**config.mk**
```make
export PLATFORM = sky130hd
export DESIGN_NAME = morse_seq_tx_flat
export DESIGN_NICKNAME = d
export VERILOG_FILES = /design/src/rtl/morse_seq_tx_if.sv /design/src/rtl/morse_seq_tx.sv /design/src/flat_wrapper.sv
export SDC_FILE = /design/constraint.sdc
export NUM_CORES = 1
export LEC_CHECK = 0
export ABC_AREA = 1
export CORE_MARGIN = 1
export CORE_UTILIZATION = 45
export CTS_CLUSTER_DIAMETER = 50
export DETAILED_ROUTE_END_ITERATION = 12
export GPL_TIMING_DRIVEN = 0
export PLACE_DENSITY = 0.61
export RECOVER_POWER = 25
export SLEW_MARGIN = 10
export SYNTH_ARGS = -nofsm -noshare
export SYNTH_HDL_FRONTEND = slang
export SYNTH_SLANG_ARGS = --single-unit
export TNS_END_PERCENT = 50
```
**constraint.sdc**
```tcl
create_clock -name CLOCK_50 -period 3.45 [get_ports CLOCK_50]
set_input_delay 0.69 -clock CLOCK_50 [delete_from_list [all_inputs] [get_ports CLOCK_50]]
set_output_delay 0.69 -clock CLOCK_50 [all_outputs]
set_load 0.005 [all_outputs]
```
**src/rtl/morse_seq_tx_if.sv**
```systemverilog
// Handshake and key-line bundle between a letter sequencer (master) and the
// Morse keyer (slave). MAX_LEN must match the keyer it connects to.
interface morse_seq_tx_if #(
  parameter int MAX_LEN = 4
) ();
  localparam int LEN_W = $clog2(MAX_LEN + 1);

  logic               start;
  logic               abort;
  logic [MAX_LEN-1:0] code;
  logic [LEN_W-1:0]   len;
  logic               ready;
  logic               busy;
  logic               led;
  logic               done;
  logic               err;

  modport master (
    output start, abort, code, len,
    input  ready, busy, led, done, err
  );

  modport slave (
    input  start, abort, code, len,
    output ready, busy, led, done, err
  );
endinterface

```
**src/rtl/morse_seq_tx.sv**
```systemverilog
// Morse keyer: serialises one letter of up to MAX_LEN dot/dash symbols
// (bit0 first, 1 = dash) onto the led line. Each symbol is a mark followed
// by a space; timing is counted in units of TICK_DIV clock cycles.
// Optional feature macro: MORSE_SEQ_LETTER_GAP_EN adds an LGAP state that
// appends LGAP_UNITS of silence after the final symbol before done.
module morse_seq_tx #(
  parameter int TICK_DIV   = 25000000,
  parameter int MAX_LEN    = 4,
  parameter int DOT_UNITS  = 1,
  parameter int DASH_UNITS = 3,
  parameter int GAP_UNITS  = 1,
  parameter int LGAP_UNITS = 2
) (
  input  logic            CLOCK_50,
  input  logic            Resetn,
  morse_seq_tx_if.slave   tx
);

  localparam int LEN_W   = $clog2(MAX_LEN + 1);
  localparam int MAX_DD  = (DOT_UNITS > DASH_UNITS) ? DOT_UNITS : DASH_UNITS;
  localparam int MAX_GL  = (GAP_UNITS > LGAP_UNITS) ? GAP_UNITS : LGAP_UNITS;
  localparam int MAX_U   = (MAX_DD > MAX_GL) ? MAX_DD : MAX_GL;
  localparam int PRESC_W = (TICK_DIV > 1) ? $clog2(TICK_DIV) : 1;
  localparam int UNIT_W  = (MAX_U > 1) ? $clog2(MAX_U) : 1;

  localparam logic [PRESC_W-1:0] PRESC_LAST = PRESC_W'(TICK_DIV - 1);
  localparam logic [UNIT_W-1:0]  DOT_LAST   = UNIT_W'(DOT_UNITS - 1);
  localparam logic [UNIT_W-1:0]  DASH_LAST  = UNIT_W'(DASH_UNITS - 1);
  localparam logic [UNIT_W-1:0]  GAP_LAST   = UNIT_W'(GAP_UNITS - 1);
`ifdef MORSE_SEQ_LETTER_GAP_EN
  localparam logic [UNIT_W-1:0]  LGAP_LAST  = UNIT_W'(LGAP_UNITS - 1);
`endif
  localparam logic [LEN_W-1:0]   LEN_MAX    = LEN_W'(MAX_LEN);

  typedef enum logic [1:0] {
    ST_IDLE  = 2'd0,
    ST_MARK  = 2'd1,
    ST_SPACE = 2'd2
`ifdef MORSE_SEQ_LETTER_GAP_EN
    , ST_LGAP = 2'd3
`endif
  } state_t;

  state_t              state_reg, state_next;
  logic [MAX_LEN-1:0]  shreg_reg;
  logic [LEN_W-1:0]    sym_cnt_reg;
  logic [PRESC_W-1:0]  presc_reg;
  logic [UNIT_W-1:0]   unit_cnt_reg;
  logic                done_reg, err_reg;
  logic                done_next, err_next;
  logic                tick, phase_end, len_ok, accept, reject;
  logic [UNIT_W-1:0]   unit_last;
  logic                led_d, ready_d;

  // State register plus the registered one-cycle done/err pulses
  always_ff @(posedge CLOCK_50) begin
    if (!Resetn) begin
      state_reg <= ST_IDLE;
      done_reg  <= 1'b0;
      err_reg   <= 1'b0;
    end else begin
      state_reg <= state_next;
      done_reg  <= done_next;
      err_reg   <= err_next;
    end
  end

  // Next-state: phase length depends on state and, in MARK, on the current symbol
  always_comb begin
    tick = (presc_reg == PRESC_LAST);
    case (state_reg)
      ST_MARK: unit_last = shreg_reg[0] ? DASH_LAST : DOT_LAST;
`ifdef MORSE_SEQ_LETTER_GAP_EN
      ST_LGAP: unit_last = LGAP_LAST;
`endif
      default: unit_last = GAP_LAST;
    endcase
    phase_end = tick && (unit_cnt_reg == unit_last);
    len_ok    = (tx.len != '0) && (tx.len <= LEN_MAX);
    accept    = (state_reg == ST_IDLE) && tx.start && !tx.abort && len_ok;
    reject    = (state_reg == ST_IDLE) && tx.start && !tx.abort && !len_ok;

    state_next = state_reg;
    case (state_reg)
      ST_IDLE: begin
        if (accept) state_next = ST_MARK;
      end
      ST_MARK: begin
        if (tx.abort)      state_next = ST_IDLE;
        else if (phase_end) state_next = ST_SPACE;
      end
      ST_SPACE: begin
        if (tx.abort) state_next = ST_IDLE;
        else if (phase_end) begin
          if (sym_cnt_reg != '0) state_next = ST_MARK;
`ifdef MORSE_SEQ_LETTER_GAP_EN
          else                   state_next = ST_LGAP;
`else
          else                   state_next = ST_IDLE;
`endif
        end
      end
`ifdef MORSE_SEQ_LETTER_GAP_EN
      ST_LGAP: begin
        if (tx.abort || phase_end) state_next = ST_IDLE;
      end
`endif
      default: state_next = ST_IDLE;
    endcase
  end

  // Outputs decoded from the registered state; done only on a normal finish
  always_comb begin
    led_d     = (state_reg == ST_MARK);
    ready_d   = (state_reg == ST_IDLE);
    done_next = (state_reg != ST_IDLE) && (state_next == ST_IDLE) && !tx.abort;
    err_next  = reject;
  end

  // Datapath: latch the letter, run the prescaler/unit counter, consume symbols
  always_ff @(posedge CLOCK_50) begin
    if (!Resetn) begin
      shreg_reg    <= '0;
      sym_cnt_reg  <= '0;
      presc_reg    <= '0;
      unit_cnt_reg <= '0;
    end else if (accept) begin
      shreg_reg    <= tx.code;
      sym_cnt_reg  <= tx.len;
      presc_reg    <= '0;
      unit_cnt_reg <= '0;
    end else if (tx.abort && (state_reg != ST_IDLE)) begin
      shreg_reg    <= '0;
      sym_cnt_reg  <= '0;
      presc_reg    <= '0;
      unit_cnt_reg <= '0;
    end else if (state_next != state_reg) begin
      // Every state is entered with both timing counters at zero
      presc_reg    <= '0;
      unit_cnt_reg <= '0;
      if (state_reg == ST_MARK) begin
        shreg_reg   <= shreg_reg >> 1;
        sym_cnt_reg <= sym_cnt_reg - 1'b1;
      end
    end else if (state_reg != ST_IDLE) begin
      if (tick) begin
        presc_reg    <= '0;
        unit_cnt_reg <= unit_cnt_reg + 1'b1;
      end else begin
        presc_reg    <= presc_reg + 1'b1;
      end
    end
  end

  assign tx.led   = led_d;
  assign tx.ready = ready_d;
  assign tx.busy  = ~ready_d;
  assign tx.done  = done_reg;
  assign tx.err   = err_reg;

endmodule

```
**src/flat_wrapper.sv**
```systemverilog
// flat-port wrapper written by rule: the top's interface ports become plain ports
module morse_seq_tx_flat 
#(
  parameter int TICK_DIV   = 25000000,
  parameter int MAX_LEN    = 4,
  parameter int DOT_UNITS  = 1,
  parameter int DASH_UNITS = 3,
  parameter int GAP_UNITS  = 1,
  parameter int LGAP_UNITS = 2
)
  (CLOCK_50, Resetn, tx_start, tx_abort, tx_code, tx_len, tx_ready, tx_busy, tx_led, tx_done, tx_err);
  morse_seq_tx_if #(.MAX_LEN(MAX_LEN)) tx_i ();
  input  logic CLOCK_50;
  input  logic Resetn;
  input wire logic [$bits(tx_i.start)-1:0] tx_start;
  input wire logic [$bits(tx_i.abort)-1:0] tx_abort;
  input wire logic [$bits(tx_i.code)-1:0] tx_code;
  input wire logic [$bits(tx_i.len)-1:0] tx_len;
  output wire logic [$bits(tx_i.ready)-1:0] tx_ready;
  output wire logic [$bits(tx_i.busy)-1:0] tx_busy;
  output wire logic [$bits(tx_i.led)-1:0] tx_led;
  output wire logic [$bits(tx_i.done)-1:0] tx_done;
  output wire logic [$bits(tx_i.err)-1:0] tx_err;
  assign tx_i.start = tx_start;
  assign tx_i.abort = tx_abort;
  assign tx_i.code = tx_code;
  assign tx_i.len = tx_len;
  assign tx_ready = tx_i.ready;
  assign tx_busy = tx_i.busy;
  assign tx_led = tx_i.led;
  assign tx_done = tx_i.done;
  assign tx_err = tx_i.err;
  morse_seq_tx #(.TICK_DIV(TICK_DIV), .MAX_LEN(MAX_LEN), .DOT_UNITS(DOT_UNITS), .DASH_UNITS(DASH_UNITS), .GAP_UNITS(GAP_UNITS), .LGAP_UNITS(LGAP_UNITS)) u_core (.CLOCK_50(CLOCK_50), .Resetn(Resetn), .tx(tx_i));
endmodule
```
* After elaboration in Yosys (flattened, before gate mapping) *
Index checks and enable logic that the tools add are counted.

storage, ports and cells
  flip-flop bits (word level) = 38
  latch bits = 0
  memory bits (writable) = 0
  bits in read-only memories = 0
  output and inout port bits = 5
  logic and storage cells = 57
  memories kept = 0

cells by class
  add/subtract/negate cells = 3
  multiply operators = 0
  divide/modulo/power cells = 0
  $lt $le $gt $ge = 1
  equal/unequal tests = 5
  shift operators = 0
  muxes and demuxes = 18
  bitwise gates (word level) = 2
  reduce and logical (&&, ||, !) cells = 21

operators with widths
  cell                     number
  $add A25 B1 Y25 const B  1
  $eq A25 B25 Y1 const B   1
  $mux W25                 1
  $mux W4                  4
  $mux W2                  7
  $mux W3                  4
  $reduce_bool A3 Y1       4
  $logic_and A1 B1 Y1      9
  $pmux W2 S3              1
  $logic_not A2 Y1         2
  $reduce_and A2 Y1        2
  $reduce_or A4 Y1         1
  $le A3 B3 Y1 const B     1
  $sub A3 B1 Y3 const B    1
  $add A2 B1 Y2 const B    1
  $eq A2 B1 Y1 const B     1
  $eq A2 B2 Y1             1
  $eq A2 B2 Y1 const B     1
  $logic_not A1 Y1         2
  $ne A2 B2 Y1             1
  $not A1 Y1               2
  $reduce_bool A2 Y1       1
  $mux W1                  1

* Logic depth before layout (Yosys ltp) *
Gate-level depths: netlist of the first run.

  depth in word-level cells = 11
  gate-level depth with buffers = 13
  gate-level depth less buffers = 12

* Least setup slack after synthesis of the first run *
Ideal clock, no wire load.

  kind = input-to-reg
  start point = input tx_len[1]
  end point = register u_core.presc_reg[0]
  setup time = 0.062 ns
  data arrival time = 1.844 ns
  required time = 3.388 ns
  slack = 1.545 ns
  stages = 9
  buffers on the path = 1
  cell sequence = nor2_2 > xor2_2 > nor2_4 > a21oi_4 > nand2_4 > inv_4 > nand3_4 > buf_12 > nor2_4

on the way
  cells in the longest elaborated chain, start to end = 7
  elaborated cells on any way between the ends = 8
  those cells by class = 1 x order compare; 1 x eq/ne; 2 x mux; 4 x reduce/logical

ends and longest elaborated chain
  element                                             RTL line             source
  from (decl)                                         flat_wrapper.sv:18   input wire logic [$bits(tx_i.len)-1:0] tx_len;
  $le A3 B3 Y1 or $reduce_bool A3 Y1 (tied branches)  morse_seq_tx.sv:79   len_ok = (tx.len != '0) && (tx.len <= LEN_MAX);
  $logic_and A1 B1 Y1 (*)                             morse_seq_tx.sv:79
  $logic_and A1 B1 Y1 (*)                             morse_seq_tx.sv:80   accept = (state_reg == ST_IDLE) && tx.start && !tx.abort && len_ok;
  $mux W2                                             morse_seq_tx.sv:86   if (accept) state_next = ST_MARK;
  $pmux W2 S3                                         morse_seq_tx.sv:84   case (state_reg)
  $ne A2 B2 Y1                                        morse_seq_tx.sv:137  end else if (state_next != state_reg) begin
  $reduce_or A4 Y1 (no line) (*)                      -
  to (signal assigned)                                morse_seq_tx.sv:150  presc_reg <= presc_reg + 1'b1;
  to (decl)                                           morse_seq_tx.sv:47   logic [PRESC_W-1:0] presc_reg;

Mark *: on every way between the ends. The rest lies on a longest branch, timed or not.
A chain may end at the register's enable or synchronous reset.

* Worst setup path in the final report of the first run *
  start point = input tx_abort
  end point = register u_core.unit_cnt_reg[0]

on the way
  cells in the longest elaborated chain, start to end = 7
  elaborated cells on any way between the ends = 10
  those cells by class = 1 x eq/ne; 4 x mux; 5 x reduce/logical

ends and longest elaborated chain
  element                            RTL line             source
  from (decl)                        flat_wrapper.sv:16   input wire logic [$bits(tx_i.abort)-1:0] tx_abort;
  $logic_not A1 Y1                   morse_seq_tx.sv:80
  $logic_and A1 B1 Y1 (2 in series)  morse_seq_tx.sv:80
  $mux W2                            morse_seq_tx.sv:86
  $pmux W2 S3                        morse_seq_tx.sv:84
  $ne A2 B2 Y1                       morse_seq_tx.sv:137
  $reduce_or A4 Y1 (no line) (*)     -
  to (signal assigned)               morse_seq_tx.sv:148  unit_cnt_reg <= unit_cnt_reg + 1'b1;
  to (decl)                          morse_seq_tx.sv:48   logic [UNIT_W-1:0] unit_cnt_reg;

Marks and branches as above.

==> flow_summary_export.csv, run 1 <==
group,metric,value,unit
global_route,grt_max_degree,13,
timing,timing.hold.ws,0.521,ns
clock_network,numCtsBuffers,5,
timing,slew_headroom,63.1,%
route,drt_iter0_drc,121,
logic_synthesis,synth_compound_area_share,5.63,%
placement,place.gp.congestion,0.899,
timing,worstMarginPinSlew,0.552,ns
clock_network,clock_latency,0.30,ns
floorplan,rows,27,
global_route,gr-total-overflow,0,
logic_synthesis,synth_flop_cell,"dfxtp_1",
placement,io_buffers,15,
worst_setup_path,cp-end-kind,"flop",
final_layout,final_cell_count_no_fill,504,
worst_setup_path,crit_path_start_kind,"input pin",
logic_synthesis,synth_top_family_by_area,"simple AND/OR/NAND/NOR gates",
min_path,hp-class,"flop to flop",
clock_network,cts_resized,0,
clock_network,path_clk_slew,0.08,ns
logic_synthesis,yosys_warnings,0,
worst_setup_path,crit_required,3.64,ns
logic_synthesis,synth-edff-count,0,
route,ant_nets,0,
clock_network,cts_tree,"built",
logic_synthesis,synth_xor_area_share,2.64,%
route,drtPass1Iterations,4,
final_layout,layout.cells.most_common_list,"nand2_1, nor2_1, inv_1",
outcome,outcome,"complete, no violations",
logic_synthesis,netlist_area,0.00260,sq mm
pwr,power_density,346,mW/mm^2
route,vias,2482,
timing,min_period,2.75,ns
final_layout,syn2layout_area_growth,13.2,%
logic_synthesis,synthSimpleGateAreaFrac,50.9,%
final_layout,ff_latch_area,761,sq um
timing,fin_crit_sh,79.8,%
timing,hold_viol,0,
clock_network,clock-sinks,38,
route,avgViaCountPerCell,4.92,
route,routedWlPerCell,12.2,um
floorplan,start_util,47.0,%
placement,hpwlAfterDp,4770,um
worst_setup_path,crit_fanout,10,
logic_synthesis,yosysTopAreaCell,"dfxtp_1",
clock_network,cts_setup_buffers,0,
timing,fin_setup_tns,0,ns
job,cap_violations,0,
logic_synthesis,synth.mux.area_fraction,0,%
floorplan,dieArea,0.00609,sq mm
clock_network,cts_max_level,2,
global_route,grt_pass1_vias,2418,
worst_setup_path,cp.arrival,2.94,ns
pwr,power_leakage,1.12,nW
final_layout,multi_input_area,0.00154,sq mm
final_layout,final_common_cell,"nand2_1",
logic_synthesis,postSynthCellCount,409,
floorplan,die_w,78.1,um
final_layout,diodes,0,
timing,clock_skew,0.00706,ns
pwr,ir_worst_vdd,0.000190,V
logic_synthesis,yosysUniqueCellTypes,34,
clock_network,root_buffer,"clkbuf_8",
global_route,antenna_found_initial,0,
timing,setup_violations,0,
clock_network,clk_path_buf_depth,2,
floorplan,die_y,78.1,um
logic_synthesis,synth-adder-area-share,1.44,%
worst_setup_path,worstSetupPathType,"input pin to flop",
final_layout,nets,445,
floorplan,ios,16,
timing,rsz0062_at_grt,"false",
floorplan,core_region_area,0.00554,sq mm
final_layout,n_fill_cell,598,
logic_synthesis,ys_ff_latch,38,
timing,fmax,363,MHz
placement,dp.cells,496,
final_layout,largest_register_ffs,25,
global_route,grt_usage,22.4,%
logic_synthesis,yosysSeqAreaShare,29.2,%
final_layout,layout-drive-gt1-share,12.5,%
logic_synthesis,async_flop_share,0,%
global_route,grt_pass1_wl,10900,um
clock_network,cts_hold_buf,0,
logic_synthesis,synth_top_area_share,29.2,%
route,drc,0,
logic_synthesis,synth_area_leaders,"dfxtp_1, nand2_1, nor2_1",
logic_synthesis,syn-num-nets,423,
timing,slew_violations,0,
route,finalWirelength,6150,um
logic_synthesis,syn_avg_cell_area,6.36,sq um
==> worst max-delay path: stages <==
cell,delay [ns]
clkdlybuf4s50_1,0.45
inv_1,0.18
nand3_2,0.11
nor2_1,0.46
a21oi_1,0.22
nand2_1,0.30
inv_4,0.10
nand3_4,0.18
buf_12,0.20
nor2_4,0.04
==> kinds of logic (layout without fill, tap and decap cells) <==
kind of cell	count (synthesis)	after routing
compound gates	25	25
xor+xnor	7	7
fa+ha+maj	3	3
buf+inv	63	86
flops	38	38
simple gates	273	273
==> worst paths after layout <==
path | start | to | slack (ns) | cells past startpoint
worst max register to register | u_core.presc_reg[0] | u_core.unit_cnt_reg[0] | 1.05 | 13
worst max-delay path | tx_abort | u_core.unit_cnt_reg[0] | 0.70 | 10
worst min-delay path | u_core.shreg_reg[1] | u_core.shreg_reg[1] | 0.52 | 2
worst min register to register | u_core.shreg_reg[1] | u_core.shreg_reg[1] | 0.52 | 2
==> synth_stat cells, types with 2 or more instances <==
| library cell | number |
|---|---|
| dfxtp_1 | 38 |
| inv_1 | 52 |
| nand2_2 | 4 |
| nor2_1 | 64 |
| nor2_2 | 18 |
| o21ai_0 | 17 |
| a22oi_1 | 2 |
| xor2_1 | 5 |
| a21oi_1 | 3 |
| nand4_1 | 11 |
| nand3b_1 | 2 |
| nand3_2 | 3 |
| inv_2 | 5 |
| nor3_1 | 15 |
| nand2_1 | 105 |
| clkbuf_1 | 2 |
| nor2_4 | 11 |
| ha_1 | 3 |
| nand3_1 | 34 |
==> area by class of cell <==
| cell class | instances | share of cell area [%] |
|---|---|---|
| clock inverter | 2 | 2.04 |
| buffer | 5 | 1.49 |
| multi-input combinational | 308 | 52.2 |
| timing repair buffer | 15 | 5.10 |
| sequential | 38 | 25.8 |
| clock buffer | 6 | 2.80 |
| inverter | 58 | 7.47 |
| tap | 72 | 3.06 |
==> per-stage QoR <==
stage                     total power, W  worst slack, ns  area (sq um)  utilization [%]
final                            0.00102            0.698          2950             53.2
after global routing             0.00106            0.447          2950             53.2
after CTS                        0.00104            0.730          2990             53.9
after detailed placement        0.000558            0.823          2840             51.3
after global placement          0.000557            0.826          2840             51.3
after floorplan                 0.000524             1.54          2600                -
==> per-layer routing <==
metal / track usage [%] / routed length (um) / part of all wire (%) / vias up
met3: 3.60 / 235 / 3.8 / 10
met4: 8.89 / 107 / 1.7 / 0
met5: 0 / 0 / 0 / -
met1: 26.7 / 2840 / 46 / 1103
li1: - / - / - / 1330
met2: 39.9 / 2970 / 48 / 39
==> power breakdown <==
group	internal, W	switching (W)
Sequential	0.000447	0.00000574
Combinational	0.0000358	0.0000527
Clock	0.000309	0.000171
Power figures use the tool's default switching activity.
==> inputs of run 2 (changes only) <==
PLACE_DENSITY = 0.64   (was 0.61)
clock period = 2.2 ns   (was 3.45 ns; I/O delays follow)
==> run 2 against run 1 <==
Against the previous run: clock-buffer cell count shrank 1; clock skew is essentially flat; clock power grew 55%; register-to-register slack lost 0.86 ns; setup slack lost 0.62 ns; sequential share of layout area shrank 0.52 points; routed wire length grew 0.59%; total power grew 57%.
==> flow_summary_export.csv, run 2 (synthesized netlist as in run 1, its figures left out) <==
group,metric,value,unit
route,vias,2523,
floorplan,ios,16,
clock_network,cts_tree,"built",
timing,fin_setup_tns,0,ns
timing,clock_skew,0.00658,ns
global_route,grt_usage,22.5,%
global_route,met2_usage,40.4,%
floorplan,die_y,78.1,um
clock_network,clock_latency,0.30,ns
final_layout,largest_register_ffs,25,
final_layout,design_area,0.00301,sq mm
timing,rsz0062_at_grt,"true",
floorplan,rows,27,
floorplan,die_w,78.1,um
global_route,gr-max-usage-layer,"met2",
final_layout,syn2layout_area_growth,15.7,%
outcome,outcome,"complete, no violations",
global_route,grt_pass1_wl,10900,um
clock_network,path_clk_slew,0.08,ns
timing,worstMarginPinSlew,0.459,ns
clock_network,cts_setup_buffers,0,
pwr,power_leakage,1.13,nW
worst_setup_path,crit_required,1.76,ns
floorplan,dieArea,0.00609,sq mm
min_path,hp-class,"flop to flop",
floorplan,start_util,47.0,%
pwr,ir_worst_vdd,0.000400,V
clock_network,clk_path_buf_depth,2,
timing,setup_violations,0,
final_layout,layout.cells.most_common_list,"nand2_1, nor2_1, inv_1",
route,routedWlPerCell,12.3,um
placement,hpwlAfterDp,4790,um
final_layout,nets,445,
final_layout,layout-drive-gt1-share,14.6,%
final_layout,post-route-util,54.4,%
timing,fmax,471,MHz
global_route,grtUsageMet1,26.8,%
worst_setup_path,crit_path_start_kind,"flop",
route,finalWirelength,6190,um
route,avgViaCountPerCell,5.01,
global_route,grt_use_met3,3.49,%
placement,place.gp.congestion,0.892,
placement,io_buffers,15,
min_path,hold_depth,2,
final_layout,final_common_cell,"nand2_1",
worst_setup_path,cp.arrival,1.68,ns
worst_setup_path,worstSetupPathType,"flop to primary output",
global_route,gr-total-overflow,0,
timing,slew_violations,0,
global_route,grt_pass1_vias,2477,
job,cap_violations,0,
global_route,antenna_found_initial,0,
pwr,power_density,532,mW/mm^2
timing,timing.hold.ws,0.514,ns
placement,dpl_cell_area,0.00284,sq mm
route,drtPass1Iterations,5,
worst_setup_path,ff2ff_path_depth,13,
worst_setup_path,crit_fanout,10,
clock_network,clock-sinks,38,
timing,hold_viol,0,
clock_network,root_buffer,"clkbuf_8",
worst_setup_path,cp-end-kind,"primary output",
route,drc,0,
final_layout,diodes,0,
global_route,grt_max_degree,14,
route,ant_nets,0,
timing,fin_crit_sh,96.5,%
clock_network,numCtsBuffers,5,
floorplan,core_region_area,0.00554,sq mm
timing,min_period,2.12,ns
timing,slew_headroom,69.2,%
clock_network,cts_max_level,2,
route,drt_iter0_drc,192,
==> run 2: final timing paths <==
| kind | end | slack (ns) | from |
|---|---|---|---|
| max | tx_ready | 0.08 | u_core.state_reg[1] |
| min | u_core.sym_cnt_reg[1] | 0.51 | u_core.sym_cnt_reg[1] |
| max reg2reg | u_core.presc_reg[0] | 0.19 | u_core.presc_reg[0] |
| min reg2reg | u_core.sym_cnt_reg[1] | 0.51 | u_core.sym_cnt_reg[1] |
==> run 2: layer usage <==
| layer | part of all wire [%] | wire length, um | up-vias |
|---|---|---|---|
| met5 | 0 | 0 | - |
| met4 | 2.1 | 132 | 0 |
| met3 | 3.6 | 220 | 15 |
| met2 | 49 | 3010 | 51 |
| met1 | 46 | 2830 | 1127 |
| li1 | - | - | 1330 |
==> run 2: final cells by class <==
type,instances,area (sq um)
Fill cell,596,2530
Multi-Input combinational cell,308,1600
Sequential cell,38,762
Inverter,58,220
Timing Repair Buffer,15,150
Tap cell,72,90.1
Clock buffer,5,68.8
Clock inverter,3,68.8
Buffer,5,56.3
==> run 2: worst max-delay path, cell delays in order, from the launching register on <==
cell and delay, ns:
dfxtp_1 0.37, nor2_2 0.25, clkbuf_4 0.26, clkdlybuf4s50_1 0.51
==> run 2: timing repair <==
item / in CTS / in global routing
resized for setup: 5 / 3
hold buffers: 0 / 0
cloned: 0 / 0
endpoints found under the setup margin: 21 / 22
==> run 2: metrics by stage <==
stage	total power (W)	worst slack [ns]	std cells
after floorplan	0.000821	0.398	409
after global placement	0.000873	-0.177	496
after detailed placement	0.000875	-0.209	496
after CTS	0.00161	0.0126	504
after global routing	0.00166	-0.00251	504
final	0.00160	0.0761	504
==> run 2: power by group <==
part	total (W)	internal [W]	switching, W
Clock	0.000742	0.000455	0.000287
Sequential	0.000710	0.000701	0.00000899
Combinational	0.000150	0.0000619	0.0000880
